`src/rtl/lut_logic_pkg.sv`:
```
// Shared sizing helpers and parameter range limits for the programmable logic bank.
package lut_logic_pkg;

  localparam int unsigned NUM_IN_MIN  = 1;
  localparam int unsigned NUM_IN_MAX  = 6;
  localparam int unsigned NUM_OUT_MIN = 1;
  localparam int unsigned NUM_OUT_MAX = 16;
  localparam int unsigned PIPE_MIN    = 1;
  localparam int unsigned PIPE_MAX    = 4;

  function automatic int unsigned tt_width(input int unsigned num_in);
    return 1 << num_in;
  endfunction

  function automatic int unsigned sel_width(input int unsigned num_out);
    return (num_out > 1) ? $clog2(num_out) : 1;
  endfunction

endpackage

```
`src/rtl/lut_logic_cell.sv`:
```
// One programmable function: truth-table register, sticky-mode bit and the tt[x] lookup.
module lut_logic_cell
  import lut_logic_pkg::*;
#(
  parameter int unsigned NUM_IN = 3,
  parameter logic [tt_width(NUM_IN)-1:0] INIT = '0,
  localparam int unsigned TT_W = tt_width(NUM_IN)
) (
  input  logic              clk,
  input  logic              reset,
  input  logic              we,
  input  logic [TT_W-1:0]   tt_in,
  input  logic              sticky_in,
  input  logic [NUM_IN-1:0] x,
  output logic              z,
  output logic              sticky
);

  logic [TT_W-1:0] tt;

  always_ff @(posedge clk) begin
    if (reset) begin
      tt     <= INIT;
      sticky <= 1'b0;
    end else if (we) begin
      tt     <= tt_in;
      sticky <= sticky_in;
    end
  end

  assign z = tt[x];

endmodule

```
`src/rtl/lut_logic_bank.sv`:
```
// Programmable registered logic bank: NUM_OUT truth-table functions of x with a
// PIPE-deep valid pipeline and optional per-output sticky (latch-high) outputs.
module lut_logic_bank
  import lut_logic_pkg::*;
#(
  parameter int unsigned NUM_IN  = 3,
  parameter int unsigned NUM_OUT = 3,
  parameter int unsigned PIPE    = 1,
  parameter              INIT_TT = 24'h08BF8F,
  localparam int unsigned TT_W   = tt_width(NUM_IN),
  localparam int unsigned SEL_W  = sel_width(NUM_OUT)
) (
  input  logic               clk,
  input  logic               reset,
  input  logic [NUM_IN-1:0]  x,
  input  logic               in_valid,
  input  logic               cfg_we,
  input  logic [SEL_W-1:0]   cfg_sel,
  input  logic [TT_W-1:0]    cfg_tt,
  input  logic               cfg_sticky,
  input  logic [NUM_OUT-1:0] sticky_clr,
  output logic [NUM_OUT-1:0] y,
  output logic               y_valid,
  output logic [NUM_OUT-1:0] z_comb,
  output logic               cfg_err
);

  if (NUM_IN < NUM_IN_MIN || NUM_IN > NUM_IN_MAX ||
      NUM_OUT < NUM_OUT_MIN || NUM_OUT > NUM_OUT_MAX ||
      PIPE < PIPE_MIN || PIPE > PIPE_MAX ||
      $bits(INIT_TT) != NUM_OUT * TT_W) begin : g_param_check
    $error("lut_logic_bank: parameter out of range or INIT_TT width mismatch");
  end

  logic [NUM_OUT-1:0] wr_en;
  logic [NUM_OUT-1:0] sticky_mode;
  logic               sel_bad;

  // Extra bit so NUM_OUT itself is representable when it is a power of two.
  assign sel_bad = ({1'b0, cfg_sel} >= (SEL_W + 1)'(NUM_OUT));

  for (genvar i = 0; i < NUM_OUT; i++) begin : g_cell
    assign wr_en[i] = cfg_we && (cfg_sel == SEL_W'(i));

    lut_logic_cell #(
      .NUM_IN (NUM_IN),
      .INIT   (INIT_TT[i*TT_W +: TT_W])
    ) u_cell (
      .clk       (clk),
      .reset     (reset),
      .we        (wr_en[i]),
      .tt_in     (cfg_tt),
      .sticky_in (cfg_sticky),
      .x         (x),
      .z         (z_comb[i]),
      .sticky    (sticky_mode[i])
    );
  end

  logic [NUM_OUT-1:0] fin_r;
  logic               fin_v;

  // With PIPE=1 the output register is the evaluation stage itself.
  if (PIPE > 1) begin : g_pipe
    logic [NUM_OUT-1:0] r_q [PIPE-1];
    logic               v_q [PIPE-1];

    for (genvar k = 0; k < PIPE - 1; k++) begin : g_stage
      if (k == 0) begin : g_first
        always_ff @(posedge clk) begin
          if (reset) begin
            v_q[0] <= 1'b0;
            r_q[0] <= '0;
          end else begin
            v_q[0] <= in_valid;
            r_q[0] <= z_comb;
          end
        end
      end else begin : g_next
        always_ff @(posedge clk) begin
          if (reset) begin
            v_q[k] <= 1'b0;
            r_q[k] <= '0;
          end else begin
            v_q[k] <= v_q[k-1];
            r_q[k] <= r_q[k-1];
          end
        end
      end
    end

    assign fin_r = r_q[PIPE-2];
    assign fin_v = v_q[PIPE-2];
  end else begin : g_direct
    assign fin_r = z_comb;
    assign fin_v = in_valid;
  end

  // A sticky set in the same cycle as a clear wins, so no event is lost.
  for (genvar i = 0; i < NUM_OUT; i++) begin : g_out
    always_ff @(posedge clk) begin
      if (reset) begin
        y[i] <= 1'b0;
      end else if (sticky_mode[i]) begin
        y[i] <= (fin_v & fin_r[i]) | (y[i] & ~sticky_clr[i]);
      end else if (fin_v) begin
        y[i] <= fin_r[i];
      end
    end
  end

  always_ff @(posedge clk) begin
    if (reset) begin
      y_valid <= 1'b0;
      cfg_err <= 1'b0;
    end else begin
      y_valid <= fin_v;
      cfg_err <= cfg_we && sel_bad;
    end
  end

endmodule

```
`config.mk`:
```
export PLATFORM = sky130hd
export DESIGN_NAME = lut_logic_bank
export DESIGN_NICKNAME = d
export VERILOG_FILES = /design/src/rtl/lut_logic_pkg.sv /design/src/rtl/lut_logic_cell.sv /design/src/rtl/lut_logic_bank.sv
export SDC_FILE = /design/constraint.sdc
export NUM_CORES = 1
export LEC_CHECK = 0
export ABC_AREA = 1
export CORE_UTILIZATION = 40
export CTS_BUF_LIST = sky130_fd_sc_hd__clkbuf_16
export DETAILED_ROUTE_END_ITERATION = 8
export HOLD_SLACK_MARGIN = 0.03
export SETUP_SLACK_MARGIN = 0.2
export SYNTH_ARGS = -nofsm -noshare
export SYNTH_HDL_FRONTEND = slang
export SYNTH_SLANG_ARGS = --single-unit
```
`constraint.sdc`:
```
create_clock -name clk -period 1 [get_ports clk]
set_input_delay 0.1 -clock clk [delete_from_list [all_inputs] [get_ports clk]]
set_output_delay 0.1 -clock clk [all_outputs]
set_load 0.02 [all_outputs]
```
# ---- After elaboration in Yosys (flattened, before gate mapping)
# Cells that the tools add are included.
dict set report totals {
  register_bits 32
  output_inout_bits 8
}
dict set report op_classes {
  magnitude_cmp 2
  n_eq_ne 2
  mux 12
  bitwise_logic 12
  reduce_logical 8
}
# op count
set op_table {}
lappend op_table {{1-bit binary-select mux with 3-bit select} 3}
lappend op_table {{1-bit 2-to-1 mux} 9}
lappend op_table {{1-bit bitwise AND} 6}
lappend op_table {{2-bit nonzero test} 3}
lappend op_table {{1-bit logical AND} 4}
lappend op_table {{3-bit by 4-bit less-than comparator with 1-bit output (second input constant)} 1}
lappend op_table {{1-bit inverter} 3}
lappend op_table {{1-bit bitwise OR} 3}
lappend op_table {{2-bit by 1-bit == test with 1-bit output (second input constant)} 1}
lappend op_table {{2-bit == test (second input constant)} 1}
lappend op_table {{2-bit greater-or-equal comparator (second input constant)} 1}
lappend op_table {{2-bit zero test} 1}

# ---- Logic depth before layout (Yosys ltp)
# Gate-level depths: netlist of the first run.
dict set report logic_depth {
  depth_word 5
  ltp_mapped 6
  ltp_nobuf 6
}

# ---- Cells and area by module
# A second synthesis of the first run with hierarchy kept.
dict set report hier_totals {
  hier_cells 216
  area_unflattened_um2 1465.2
}
# module instances cells_each area_per_inst_um2 seq_area_each_um2
set modules_own_cells {}
lappend modules_own_cells {{lut_logic_cell (g_cell[1].u_cell)} 1 60 429.2 180.2}
lappend modules_own_cells {{lut_logic_cell (g_cell[2].u_cell)} 1 59 401.6 180.2}
lappend modules_own_cells {{lut_logic_cell (g_cell[0].u_cell)} 1 59 395.4 180.2}
lappend modules_own_cells {lut_logic_bank 1 38 239.0 100.1}

# ---- Worst setup path after synthesis of the first run
# Ideal clock, no wire load.
dict set report synth_path {
  kind {reg-to-output}
  start {register g_cell[0].u_cell.tt[3]}
  end {output z_comb[0]}
  t_arrival_ns 0.830
  t_required_ns 0.900
  path_slack_ns 0.070
  stages_incl_launch_ff 7
  n_path_buf 1
  cell_sequence {dfxtp_1 -> inv_1 -> nand2_1 -> nand3_1 -> nand3_1 -> and2_1 -> buf_4}
}
dict set report synth_between {
  elab_chain_len 2
}
# item line_no
set synth_lines {}
lappend synth_lines {{start: declaration} lut_logic_cell.sv:19} ;# logic [TT_W-1:0] tt;
lappend synth_lines {{start signal: assignment} lut_logic_cell.sv:26} ;# tt <= tt_in;
lappend synth_lines {{1-bit binary-select mux with 3-bit select} lut_logic_cell.sv:31} ;# assign z = tt[x];
lappend synth_lines {{1-bit 2-to-1 mux (implied by the code)} lut_logic_cell.sv:31}
lappend synth_lines {{end: declaration} lut_logic_bank.sv:24} ;# output logic [NUM_OUT-1:0] z_comb,
# Every way passes these cells. The select of a mux whose other input is x is not followed.

# ---- Final worst setup path of the first run
dict set report layout_path {
  start {register g_cell[0].u_cell.tt[4]}
  end {output z_comb[0]}
}
# Same word-level chain as after synthesis.

==> impl_metrics.tcl, run 1 <==
set metrics [dict create \
    outcome "finished, violations left" \
    violated_checks "negative setup slack" \
    num_vias 1584 \
    fmax_mhz 771 \
    synth_common_cells "nand2_1, dfxtp_1, inv_1" \
    post-synth-top-area-cell "dfxtp_1" \
    detailedPlacementHpwl_um 2990 \
    final-hold-violation-count 0 \
    power.ir.vdd_worst_v 0.00115 \
    rows 22 \
    clock_sinks 32 \
    hold_path_startpoint "cfg_we" \
    synth_area_per_cell_sq_um 7.71 \
    remaining_drc_errors 0 \
    period_minus_slack_ns 1.30 \
    drv.max_cap_violation_count 0 \
    initial_utilization_pct 41.9 \
    fin_crit_sh_pct 130 \
    synth_cells 199 \
    count_of_flip_flops_with_a_built_in_enable_after_synthesis 0 \
    gr-total-overflow 0 \
    crit_type "reg2out" \
    placedInstanceArea_sq_mm 0.00217 \
    grt_usage_pct 23.3 \
    timing.critical_path.to_type "output pin" \
    synth_top_flop_cell "dfxtp_1" \
    start_of_the_worst_register_to_register_path "g_cell[2].u_cell.tt[0]" \
    finalSetupTns_ns -1.32 \
    die_w_um 64.0 \
    area.growth.synth_to_final_pct 68.8 \
    io_buffers 28 \
    p_total_w 0.00361 \
    static-leakage-power_nw 1.20 \
    worst_setup_path_start_kind "flip-flop" \
    drt_iter0_drc 79 \
    cell_internal_pwr_w 0.00268 \
    rr_worst_depth 8 \
    hold_critical_path_endpoint "cfg_err" \
    postSynthRegisterBits 32 \
    synthTopCellsByArea "dfxtp_1, nand2_1, o211ai_2" \
    switching_power_w 0.000929 \
    cts_max_path_buffers 2 \
    antenna_violating_nets_post_route 0 \
    post-synth-top-area-fraction_pct 41.7 \
    worst_slack_setup_final_ns -0.297 \
    clock-root-buffer "clkbuf_16" \
    antenna_found_initial 0 \
    chip_height_um 64.0 \
    regToRegSetupSlack_ns -0.14 \
    r2r-end "g_cell[2].u_cell.tt[0]" \
    p_per_area_mw_per_mm2 1390 \
    gp_congestion 0.881 \
    synth.cell_area_sq_mm 0.00154 \
    clk_pin_slew_worst_setup_hold_paths_ns 0.05 \
    core-area_sq_mm 0.00366 \
    hold_ws_ns 0.198 \
    slew-limit-headroom_pct 84.9 \
    clock_tree_from_tritoncts "done" \
    drive_gt1_share_pct 55.6 \
    cts-buffers-inserted 5 \
    drv_slew 0 \
    critPathArrivalTime_ns 1.20 \
    global_route_wire_length_before_repair_um 7170 \
    nNetsFinal 304 \
    number_of_synthesis_warnings 0 \
    die_area_sq_mm 0.00409 \
    power.combinational.fraction_pct 21.7 \
    fin_worst_skew_ns 0.00377 \
    io_pins 29 \
    grt_start_max_net_pins 18 \
    vias_in_the_first_global_route 1563 \
    clk_latency_ns 0.28 \
    routed_via_density 4.77 \
    detail_route.first_pass.iterations 4 \
    async_flop_share_pct 0 \
    unrepaired_setup_endpoints_after_global_routing "true" \
    largest_fanout_on_the_critical_path 2 \
    switching_share_pct 25.8 \
    hold-path-cell-count 4 \
    design_area_sq_mm 0.00259 \
    drt_wl_total_um 4480 \
    h_tree_level_count 2 \
    timing.critical_path.required_ns 0.90 \
    timing.final.setup_violations 7 \
    hold_path.class "in2reg" \
    fraction_of_the_yosys_area_taken_by_sequential_cells_pct 41.7 \
    yosys.cell_count.top_type "nand2_1" \
    post_drt_wl_per_cell_um 13.5 \
    antenna_cells_inserted 0 \
    synth.net_count 220 \
    seq_power_share_pct 38.5 \
    worst-slew-pin-transition_ns 0.225 \
    distinct_cell_type_count_after_synthesis 23 \
    p_clk_share_pct 39.9 \
]
[cell families (layout without fill, tap and decap cells)]
logic type | after synthesis | count (layout) | share of synthesized area (%)
AO/OA/AOI/OAI | 39 | 39 | 19.3
buffers and inverters | 44 | 129 | 14.1
flip-flops | 32 | 32 | 41.7
AND/OR/NAND/NOR | 84 | 84 | 24.9
[layout make-up]
class / count / area [sq um]
multi-input combinational: 123 / 793
inverter: 33 / 126
clock inverter: 3 / 13.8
timing repair buffer: 88 / 817
fill: 282 / 1070
clock buffer: 5 / 125
tap: 48 / 60.1
sequential: 32 / 656
[cells in the final DEF, fill, tap and decap left out, types with 2 or more instances in the layout]
cell and n:
nand2_1 37, and2_4 3, nor2_1 9, inv_2 20
clkbuf_16 5, dfxtp_2 12, clkdlybuf4s50_1 14, o21ai_1 4
buf_4 42, nand3_2 17, o21ai_0 9, o2111ai_1 3
buf_2 3, a21oi_2 3, buf_6 22, buf_12 4
o211ai_2 11, inv_1 12, clkbuf_2 2, clkinv_2 2
a21oi_1 8, nand2_2 7, nand3_1 6, dfxtp_1 20
[registers in the layout (all words and copies together), names as in the netlist]
| name | flops |
|---|---|
| g_cell.u_cell.tt | 24 |
| g_cell.u_cell.sticky | 3 |
| y_valid | 1 |
| y | 3 |
| cfg_err | 1 |
[per-layer routing]
layer | track usage, % | up-vias | wire [um]
met4 | 9.09 | 0 | 87
met5 | 0 | - | 0
li1 | - | 812 | -
met3 | 5.71 | 7 | 124
met1 | 27.9 | 744 | 1980
met2 | 39.8 | 21 | 2290
[worst max-delay path by stage]
| stage | start | end | slack [ns] | depth (start not counted) |
|---|---|---|---|---|
| after floorplan | g_cell[1].u_cell.tt[4] | z_comb[1] | 0.1 | 6 |
| after global placement | x[0] | z_comb[1] | -1.02 | 7 |
| after detailed placement | x[0] | z_comb[0] | -1.11 | 7 |
| after CTS | g_cell[1].u_cell.tt[4] | z_comb[1] | -0.27 | 6 |
| after global routing | g_cell[0].u_cell.tt[4] | z_comb[0] | -0.34 | 6 |
| final | g_cell[0].u_cell.tt[4] | z_comb[0] | -0.30 | 6 |
[critical path, cell delays in order (launching register included)]
cell	delay, ns
dfxtp_2	0.32
nor2_1	0.04
nor2_1	0.15
nand2_2	0.08
nand3_2	0.08
and2_4	0.14
buf_6	0.11
[repair_timing]
item | in CTS | in global routing
hold buffers | 0 | 0
setup buffers | 12 | 3
endpoints found under the setup margin | 39 | 29
pin swaps | 17 | 11
gates resized for setup | 110 | 31
[metrics by stage]
stage | std cells | setup WS, ns | util (%)
finish | 332 | -0.297 | 70.8
CTS | 329 | -0.275 | 69.0
floorplan | 199 | 0.0982 | -
global placement | 309 | -1.02 | 59.3
detailed placement | 309 | -1.11 | 59.3
global route | 332 | -0.341 | 70.8
[power by group through the flow]
stage / clock (W) / sequential [W] / combinational (W)
floorplan: 0 / 0.00141 / 0.000290
global route: 0.00150 / 0.00139 / 0.000838
detailed placement: 0 / 0.00140 / 0.000623
finish: 0.00144 / 0.00139 / 0.000781
global placement: 0 / 0.00140 / 0.000608
CTS: 0.00145 / 0.00138 / 0.000733
(Power assumes the default switching activity.)
==> run 2: changes to the inputs <==
--- a/config.mk
+++ b/config.mk
@@ -13,4 +13,5 @@
 export SETUP_SLACK_MARGIN = 0.2
 export SYNTH_ARGS = -nofsm -noshare
 export SYNTH_HDL_FRONTEND = slang
+export SYNTH_HIERARCHICAL = 1
 export SYNTH_SLANG_ARGS = --single-unit
==> run 2 against run 1 <==
Against the previous run:
- the run still ends with negative setup slack left
- total power down 4.3%
- critical endpoint unchanged
- clock skew about the same
- critical path depth up 1
- design area down 6.4%
- routed wire length down 9.0%
==> impl_metrics.tcl, run 2 <==
set metrics [dict create \
    crit_buf_inv 2 \
    layout.cells.most_common "nand2_1" \
    vias_in_the_first_global_route 1559 \
    synth.cell_area_sq_mm 0.00147 \
    crit_type "reg2out" \
    grt_start_max_net_pins 16 \
    met1_length_um 1760 \
    clk_pin_slew_worst_setup_hold_paths_ns 0.05 \
    synth_area_per_cell_sq_um 6.78 \
    cpLargestDelayFamily "simple AND/OR/NAND/NOR gates" \
    fmax_mhz 802 \
    mostFrequentLayoutCells "nand2_1, inv_1, buf_4" \
    number_of_synthesis_warnings 6 \
    async_flop_share_pct 0 \
    routed_via_density 4.76 \
    critPathArrivalTime_ns 1.15 \
    synth_cells 216 \
    synth_fa_ha_area_share_pct 0 \
    outcome "finished, violations left" \
    die_area_sq_mm 0.00391 \
    nNetsFinal 307 \
    synth_top_flop_cell "dfxtp_1" \
    initial_utilization_pct 42.9 \
    cts-buffers-inserted 5 \
    violated_checks "negative setup slack" \
    remaining_drc_errors 0 \
    rows 21 \
    unrepaired_setup_endpoints_after_global_routing "true" \
    synth.net_count 237 \
    p_total_w 0.00345 \
    synthTopCellsByArea "dfxtp_1, nand2_1, inv_1" \
    distinct_cell_type_count_after_synthesis 15 \
    max_stage_delay_ns 0.31 \
    detail_route.first_pass.iterations 4 \
    timing.critical_path.to_type "output pin" \
    synth_common_cells "nand2_1, inv_1, dfxtp_1" \
    series_of_cell_instances_along_the_critical_path "inv_1 > nand2_1 > nand3_1 > nand2_1 > nand2_1 > nand2_2 > buf_6" \
    top_regs "g_cell.u_cell/tt: 24 flops, g_cell.u_cell/sticky: 3 flops, y: 3 flops" \
    post-synth-top-area-fraction_pct 43.7 \
    fin_worst_skew_ns 0.00377 \
    worst_slack_setup_final_ns -0.248 \
    period_minus_slack_ns 1.25 \
    synth_xor_xnor_area_share_pct 0 \
    met3WireLength_um 135 \
    combinational_family_with_the_most_area_after_synthesis "simple AND/OR/NAND/NOR gates" \
    synth_compound_area_share_pct 19.0 \
    final-hold-violation-count 0 \
    clock-root-buffer "clkbuf_16" \
    registers.top_by_ff_count "g_cell.u_cell/tt" \
    io_pins 29 \
    finish.utilization_pct 71.0 \
    max_reg_flops 24 \
    grt_usage_pct 21.6 \
    antenna_cells_inserted 0 \
    clock_sinks 32 \
    crit_path_top_delay_cell "dfxtp_2" \
    drive_gt1_share_pct 44.6 \
    routed.top_layer "met4" \
    post_drt_wl_per_cell_um 12.2 \
    post-synth-top-area-cell "dfxtp_1" \
    fraction_of_the_yosys_area_taken_by_sequential_cells_pct 43.7 \
    p_per_area_mw_per_mm2 1420 \
    timing.critical_path.mode_cell "nand2_1" \
    postSynthRegisterBits 32 \
    detailedPlacementHpwl_um 2830 \
    drt_iter0_drc 68 \
    drv_slew 0 \
    global_route_wire_length_before_repair_um 6540 \
    finalSetupTns_ns -0.810 \
    drt_wl_total_um 4080 \
    num_vias 1586 \
    gp_congestion 0.839 \
    design_area_sq_mm 0.00242 \
    placedInstanceArea_sq_mm 0.00203 \
    synth.mux.area_fraction_pct 0 \
    antenna_violating_nets_post_route 0 \
    antenna_found_initial 0 \
    timing.final.setup_violations 5 \
    io_buffers 28 \
    largest_fanout_on_the_critical_path 2 \
    synth_simple_gate_area_share_pct 22.8 \
    clock_tree_from_tritoncts "done" \
    clk_latency_ns 0.27 \
    timing.critical_path.required_ns 0.90 \
    area.growth.synth_to_final_pct 65.5 \
    layout.filler_cells 283 \
    gr-total-overflow 0 \
    worst-slew-pin-transition_ns 0.365 \
    count_of_flip_flops_with_a_built_in_enable_after_synthesis 0 \
    core-area_sq_mm 0.00342 \
    yosys.cell_count.top_type "nand2_1" \
    worst_setup_path_start_kind "flip-flop" \
    chip_height_um 62.5 \
    met2WireLength_um 2140 \
    fin_crit_sh_pct 125 \
    power.ir.vdd_worst_v 0.000731 \
    drv.max_cap_violation_count 0 \
    static-leakage-power_nw 1.18 \
    h_tree_level_count 2 \
    slew-limit-headroom_pct 75.6 \
    die_w_um 62.5 \
    hold_path.class "in2reg" \
    cts_max_path_buffers 2 \
]
==> run 2: cell types whose count changed after synthesis, sizes merged <==
cell     delta
nand4       -1
o211ai     -11
inv        +15
nand3       -8
o2111ai     -3
nor3        +2
nand2       +8
and2        -3
o21ai      +13
nor4        -1
buf         -6
a21oi      +13
clkbuf      -1
==> run 2: kinds of logic after synthesis <==
| family | count (synthesis) |
|---|---|
| AOI/OAI and AO/OA | 51 |
| DFF | 32 |
| and+or+nand+nor | 81 |
| buffers and inverters | 52 |
==> run 2: path summary, 6_finish.rpt <==
check	from	to	slack [ns]	cells after the start
worst min register to register	g_cell[0].u_cell/tt[3]	g_cell[0].u_cell/tt[3]	0.47	2
worst max-delay path	g_cell[0].u_cell/tt[7]	z_comb[0]	-0.25	7
worst min-delay path	cfg_we	cfg_err	0.16	3
worst max register to register	g_cell[1].u_cell/tt[2]	y[1]	-0.10	10
==> run 2: timing repair <==
| action | CTS | global route |
|---|---|---|
| resized for setup | 81 | 63 |
| setup endpoints to repair | 40 | 22 |
| pin swaps | 14 | 22 |
| setup buffers | 7 | 4 |
| hold buffers | 0 | 0 |
| gates cloned | 1 | 0 |
| endpoints found under the hold margin | 0 | 0 |
==> run 2: per-layer routing <==
metal  GRT usage, %  vias to the layer above
met2           39.7                       33
met4           8.43                        0
met1           23.3                      737
li1               -                      811
met3           5.84                        5
met5              0                        -
==> run 2: tightest hold or removal path: stages <==
cell	delay, ns
buf_2	0.11
nand2_1	0.12
nor3_1	0.06
==> run 2: where the power goes <==
group	total [W]	internal [W]	switching (W)	leakage, nW
registers	0.00138	0.00135	0.0000286	0.264
logic	0.000692	0.000344	0.000348	0.839
clock network	0.00138	0.000891	0.000484	0.0738
total	0.00345	0.00259	0.000861	1.18
==> run 2: layout make-up <==
class	instances	area, sq um	share of cell area, %
multi-input combinational	132	733	30.2
sequential	32	661	27.2
timing repair buffer	66	624	25.7
inverter	48	205	8.46
clock buffer	5	125	5.16
tap	46	57.6	2.37
clock inverter	3	11.3	0.464
timing repair inverter	1	7.51	0.310
==> run 2: per-stage QoR <==
stage / cells / hold WS (ns) / setup WS [ns]
finish: 333 / 0.160 / -0.248
floorplan: 216 / 0.175 / 0.126
CTS: 329 / 0.117 / -0.217
detailed placement: 313 / 0.461 / -0.878
global placement: 313 / 0.454 / -0.828
global route: 333 / 0.174 / -0.264
==> run 3: changes to the inputs <==
--- a/config.mk
+++ b/config.mk
@@ -6,6 +6,7 @@
 export NUM_CORES = 1
 export LEC_CHECK = 0
 export ABC_AREA = 1
+export CORE_MARGIN = 3
 export CORE_UTILIZATION = 40
 export CTS_BUF_LIST = sky130_fd_sc_hd__clkbuf_16
 export DETAILED_ROUTE_END_ITERATION = 8
==> run 3 against run 2 <==
Against the previous run:
- register-to-register slack improved by 0.11 ns
- die area is 13% higher
- critical endpoint is now z_comb[1]
- routed wire length shrank 8.1%
- largest cell class unchanged
- non-clock buffer count decreased by 8
- cell count is 2.4% lower
- the run still ends with negative setup slack left
- sequential share of layout area increased by 0.80 points
==> impl_metrics.tcl, run 3 (synthesis gave the netlist of run 2 again) <==
set metrics [dict create \
    outcome "finished, violations left" \
    violated_checks "negative setup slack" \
    rr_worst_depth 9 \
    design_area_sq_mm 0.00235 \
    largest_fanout_on_the_critical_path 2 \
    p_per_area_mw_per_mm2 1460 \
    mostFrequentLayoutCells "nand2_1, inv_2, inv_1" \
    cts_max_path_buffers 2 \
    die_area_sq_mm 0.00442 \
    num_vias 1495 \
    rows 21 \
    drt_wl_total_um 3750 \
    global_route_wire_length_before_repair_um 6030 \
    clock_tree_from_tritoncts "done" \
    worst_slack_setup_final_ns -0.179 \
    drive_gt1_share_pct 44.1 \
    die_w_um 66.5 \
    grt_usage_pct 18.6 \
    cts-hold-fix-buffers 0 \
    final-hold-violation-count 0 \
    worst-slew-pin-transition_ns 0.337 \
    fin_worst_skew_ns 0.00861 \
    hold-path-cell-count 4 \
    remaining_drc_errors 0 \
    crit_buf_inv 2 \
    routed_via_density 4.60 \
    h_tree_level_count 2 \
    initial_utilization_pct 42.6 \
    drt_iter0_drc 96 \
    antenna_found_initial 0 \
    max_reg_flops 24 \
    power.ir.vdd_worst_v 0.00131 \
    clk_pin_slew_worst_setup_hold_paths_ns 0.05 \
    max_stage_delay_ns 0.30 \
    cts-buffers-inserted 5 \
    finalSetupTns_ns -0.528 \
    drv.max_cap_violation_count 0 \
    registers.top_by_ff_count "g_cell.u_cell/tt" \
    finish.utilization_pct 68.3 \
    cpLargestDelayFamily "simple AND/OR/NAND/NOR gates" \
    clock-root-buffer "clkbuf_16" \
    period_minus_slack_ns 1.18 \
    p_total_w 0.00342 \
    top_regs "g_cell.u_cell/tt: 24 flops, g_cell.u_cell/sticky: 3 flops, y: 3 flops" \
    fmax_mhz 848 \
    preCtsSetupSlack_ns -0.852 \
    nNetsFinal 299 \
    detailedPlacementHpwl_um 2620 \
    static-leakage-power_nw 1.12 \
    crit_path_top_delay_cell "dfxtp_1" \
    detail_route.first_pass.iterations 4 \
    critPathArrivalTime_ns 1.08 \
    post_drt_wl_per_cell_um 11.5 \
    antenna_cells_inserted 0 \
    gr-total-overflow 0 \
    chip_height_um 66.5 \
    gp_congestion 0.792 \
    timing.final.setup_violations 3 \
    unrepaired_setup_endpoints_after_global_routing "true" \
    grt_start_max_net_pins 12 \
    timing.critical_path.required_ns 0.90 \
    slew-limit-headroom_pct 77.5 \
    io_pins 29 \
    crit_cells 7 \
    crit_type "reg2out" \
    worst_setup_path_start_kind "flip-flop" \
    antenna_violating_nets_post_route 0 \
    clock_sinks 32 \
    timing.critical_path.mode_cell "nand2_1" \
    io_buffers 28 \
    layout.cells.most_common "nand2_1" \
    vias_in_the_first_global_route 1320 \
    series_of_cell_instances_along_the_critical_path "inv_1 > nand2_1 > nand3_1 > nand2_1 > nand2_1 > nand2_2 > buf_6" \
    fin_crit_sh_pct 118 \
    hold_path.class "in2reg" \
    placedInstanceArea_sq_mm 0.00199 \
    core-area_sq_mm 0.00344 \
    drv_slew 0 \
    timing.critical_path.to_type "output pin" \
    area.growth.synth_to_final_pct 60.5 \
    clk_latency_ns 0.28 \
]
-- run 3: cell count changes in the layout (fill, tap and decap cells not counted), sizes merged --
cell	before	now
clkbuf	6	7
clkinv	2	1
dlygate4sd2	3	1
bufbuf	0	1
clkdlybuf4s50	13	14
buf	49	38
clkdlybuf4s15	0	2
inv	49	50
-- run 3: repair_timing --
| action | in CTS | in global routing |
|---|---|---|
| gates resized for setup | 84 | 49 |
| pin swaps | 13 | 16 |
| gates cloned | 2 | 0 |
| setup buffers | 4 | 4 |
| endpoints found under the setup margin | 39 | 25 |
-- run 3: layer usage --
metal / GRT usage (%) / share of wire, % / vias up / routed length, um
li1: - / - / 807 / -
met3: 6.07 / 3.2 / 6 / 120
met4: 7.61 / 1.6 / 0 / 59
met5: 0 / 0 / - / 0
met1: 23.9 / 47 / 665 / 1770
met2: 28.5 / 48 / 17 / 1790
-- run 3: final cells by class --
type	instances	area, sq um
sequential	32	659
inverter	48	195
timing repair inverter	1	7.51
fill	288	1090
timing repair buffer	58	581
tap	46	57.6
clock inverter	3	11.3
multi-input combinational	132	714
clock buffer	5	125
-- run 3: path summary, 6_finish.rpt --
kind / to / startpoint / slack [ns]
worst max-delay path: z_comb[1] / g_cell[1].u_cell/tt[6] / -0.18
worst min-delay path: g_cell[0].u_cell/tt[6] / cfg_sel[0] / 0.23
worst max register to register: y[2] / g_cell[2].u_cell/tt[6] / 0.01
worst min register to register: g_cell[2].u_cell/tt[3] / g_cell[2].u_cell/tt[3] / 0.44
-- run 3: worst min-delay path, delay by kind of cell --
family	cells	cell delay, ns
buf+inv	2	0.21
compound gates	1	0.07
simple gates	1	0.07
-- run 3: power breakdown --
group	internal, W	switching (W)
sequential	0.00135	0.0000295
combinational	0.000323	0.000321
clock	0.000892	0.000503
-- run 3: through the flow --
| stage | std cells | hold slack (ns) |
|---|---|---|
| detailed placement | 307 | 0.453 |
| floorplan | 216 | 0.175 |
| finish | 325 | 0.226 |
| global route | 325 | 0.251 |
| CTS | 321 | 0.279 |
| global placement | 307 | 0.449 |
==> edit (flow settings as in run 3) <==
Register the input `cfg_sel` before use, with the module's reset. The logic sees it one clock later. The other inputs are not delayed to match.
--- a/src/rtl/lut_logic_bank.sv
+++ b/src/rtl/lut_logic_bank.sv
@@ -26,4 +26,14 @@
 );
 
+  logic [SEL_W-1:0] cfg_sel_q;
+
+  always_ff @(posedge clk) begin
+    if (reset) begin
+      cfg_sel_q <= '0;
+    end else begin
+      cfg_sel_q <= cfg_sel;
+    end
+  end
+
   if (NUM_IN < NUM_IN_MIN || NUM_IN > NUM_IN_MAX ||
       NUM_OUT < NUM_OUT_MIN || NUM_OUT > NUM_OUT_MAX ||
@@ -38,8 +48,8 @@
 
   // Extra bit so NUM_OUT itself is representable when it is a power of two.
-  assign sel_bad = ({1'b0, cfg_sel} >= (SEL_W + 1)'(NUM_OUT));
+  assign sel_bad = ({1'b0, cfg_sel_q} >= (SEL_W + 1)'(NUM_OUT));
 
   for (genvar i = 0; i < NUM_OUT; i++) begin : g_cell
-    assign wr_en[i] = cfg_we && (cfg_sel == SEL_W'(i));
+    assign wr_en[i] = cfg_we && (cfg_sel_q == SEL_W'(i));
 
     lut_logic_cell #(
Function: changed (Yosys sat finds a counterexample within 4 cycles, from zero or initial values and one cycle with reset high).
==> edit against run 3 <==
  * Critical path type unchanged
  * Die area rose by 3.4%
  * Design area rose by 10%
  * Setup slack got worse by 0.016 ns
  * The flow still finishes with violations (setup timing)
  * Global-route usage rose by 1.1 points
  * Synthesized area rose by 3.8%
  * Largest power group is now registers
  * Wire length rose by 15%
  * Power rose by 5.5%
  * Sequential cell count rose by 2
==> edit: results (changes against run 3) <==
[run_status]
outcome = complete, but fails checks  ; unchanged
violations = setup timing  ; unchanged

[synthesis]
synth_common_cells = nand2_1, inv_1, dfxtp_1, a21oi_1, o21ai_0  ; unchanged
synth.area.top_cells = dfxtp_1, nand2_1, inv_1  ; unchanged
syn-num-nets = 243  ; was 237
synth_edf_count = 0  ; unchanged
ys_seq_area_share_pct = 44.8  ; was 43.7%

[sta]
finalSetupTns_ns = -3.43  ; was -0.528 ns
timing.final.ws_setup_ns = -0.196  ; was -0.179 ns
worstMarginPinSlew_ns = 0.350  ; was 0.337 ns
setup-violations-final = 32  ; was 3
skew_ns = 0.00127  ; was 0.00861 ns

[detailed_routing]
wl_met1_microns = 1910  ; was 1770 microns
top_layer_used = met4  ; unchanged
wl_met3_microns = 113  ; was 120 microns
drtIter0Drc = 57  ; was 96
avgViaCountPerCell = 4.67  ; was 4.60
drt_wl_total_microns = 4300  ; was 3750 microns
dr_wl_met2_microns = 2230  ; was 1790 microns
dr.pass1.iters = 4  ; unchanged

[clocking]
post_cts_buffers = 8  ; was 4
clock_latency_ns = 0.27
clockBufferDepth = 2  ; unchanged
cts_resized = 108  ; was 84

[global_routing]
grt_pass1_vias = 1530  ; was 1320
grt_pass1_wl_microns = 6600  ; was 6030 microns
grt_usage_pct = 19.7  ; was 18.6%
met2_usage_pct = 33.9  ; was 28.5%
grt_max_degree = 16  ; was 12
globalRouteMet3Util_pct = 4.83  ; was 6.07%
grtUsageMet1_pct = 23.3  ; was 23.9%

[power_and_ir_drop]
leakagePower_nw = 1.24  ; was 1.12 nW
ir_drop_uv = 1280  ; was 1310 uV

[placement]
pre_cts_slack_ns = -0.873  ; was -0.852 ns
place_area_sq_um = 2110  ; was 1990 sq um
io_buffers = 28  ; unchanged
dp_hpwl_microns = 2790  ; was 2620 microns
routabilityCongestion = 0.792  ; about the same

[worst_setup_path]
worstPathArrival_ns = 1.10  ; was 1.08 ns
cpLargestDelayFamily = simple AND/OR/NAND/NOR gates  ; unchanged
max_stage_delay_ns = 0.29

[finish]
layout.nets = 322  ; was 299
drive_above_1_share_pct = 50.8  ; was 44.1%
fillers = 276  ; was 288

[min_path]
timing.hold.worst.class = in2reg  ; unchanged

[edit: logic make-up (layout without fill, tap and decap cells)]
| group | count (synthesis) | count (layout) | share of synthesized area [%] |
|---|---|---|---|
| compound gates | 51 | 51 | 18.3 |
| buf+inv | 54 | 133 | 14.5 |
| flops | 34 | 34 | 44.8 |
| simple gates | 83 | 83 | 22.5 |
[edit: stage by stage]
stage	std cells	power, mW
after global placement	321	2.06
after detailed placement	321	2.08
after floorplan	222	1.77
final	347	3.61
after global routing	347	3.78
after CTS	338	3.56
[edit: report_power, final]
part           switching [mW]  total (mW)  internal, mW
sequential             0.0403        1.48          1.44
clock                   0.489        1.38         0.887
combinational           0.372       0.751         0.379
total                   0.901        3.61          2.71
[edit: tightest hold or removal path: cells and delay by family]
family / cells / cell delay [ns]
buffers and inverters: 2 / 0.44
AND/OR/NAND/NOR: 1 / 0.03
[edit: layout make-up]
| cell class | instances | area, sq um | share of cell area, % |
|---|---|---|---|
| clock inverters | 2 | 7.51 | 0.290 |
| clock buffers | 5 | 125 | 4.83 |
| repair buffers | 75 | 709 | 27.4 |
| inverters | 50 | 193 | 7.43 |
| flip-flops and latches | 34 | 712 | 27.5 |
| multi-input cells | 134 | 781 | 30.1 |
| repair inverters | 1 | 7.51 | 0.290 |
| well taps | 46 | 57.6 | 2.22 |
[edit: worst paths after layout]
| check | from | to | cells past startpoint | slack [ns] |
|---|---|---|---|---|
| worst min register to register | g_cell[0].u_cell/tt[3] | g_cell[0].u_cell/tt[3] | 2 | 0.44 |
| worst min-delay path | cfg_sel[0] | cfg_sel_q[0] | 3 | 0.34 |
| worst max register to register | cfg_sel_q[0] | g_cell[2].u_cell/tt[5] | 5 | -0.18 |
| worst max-delay path | g_cell[2].u_cell/tt[7] | z_comb[2] | 7 | -0.20 |
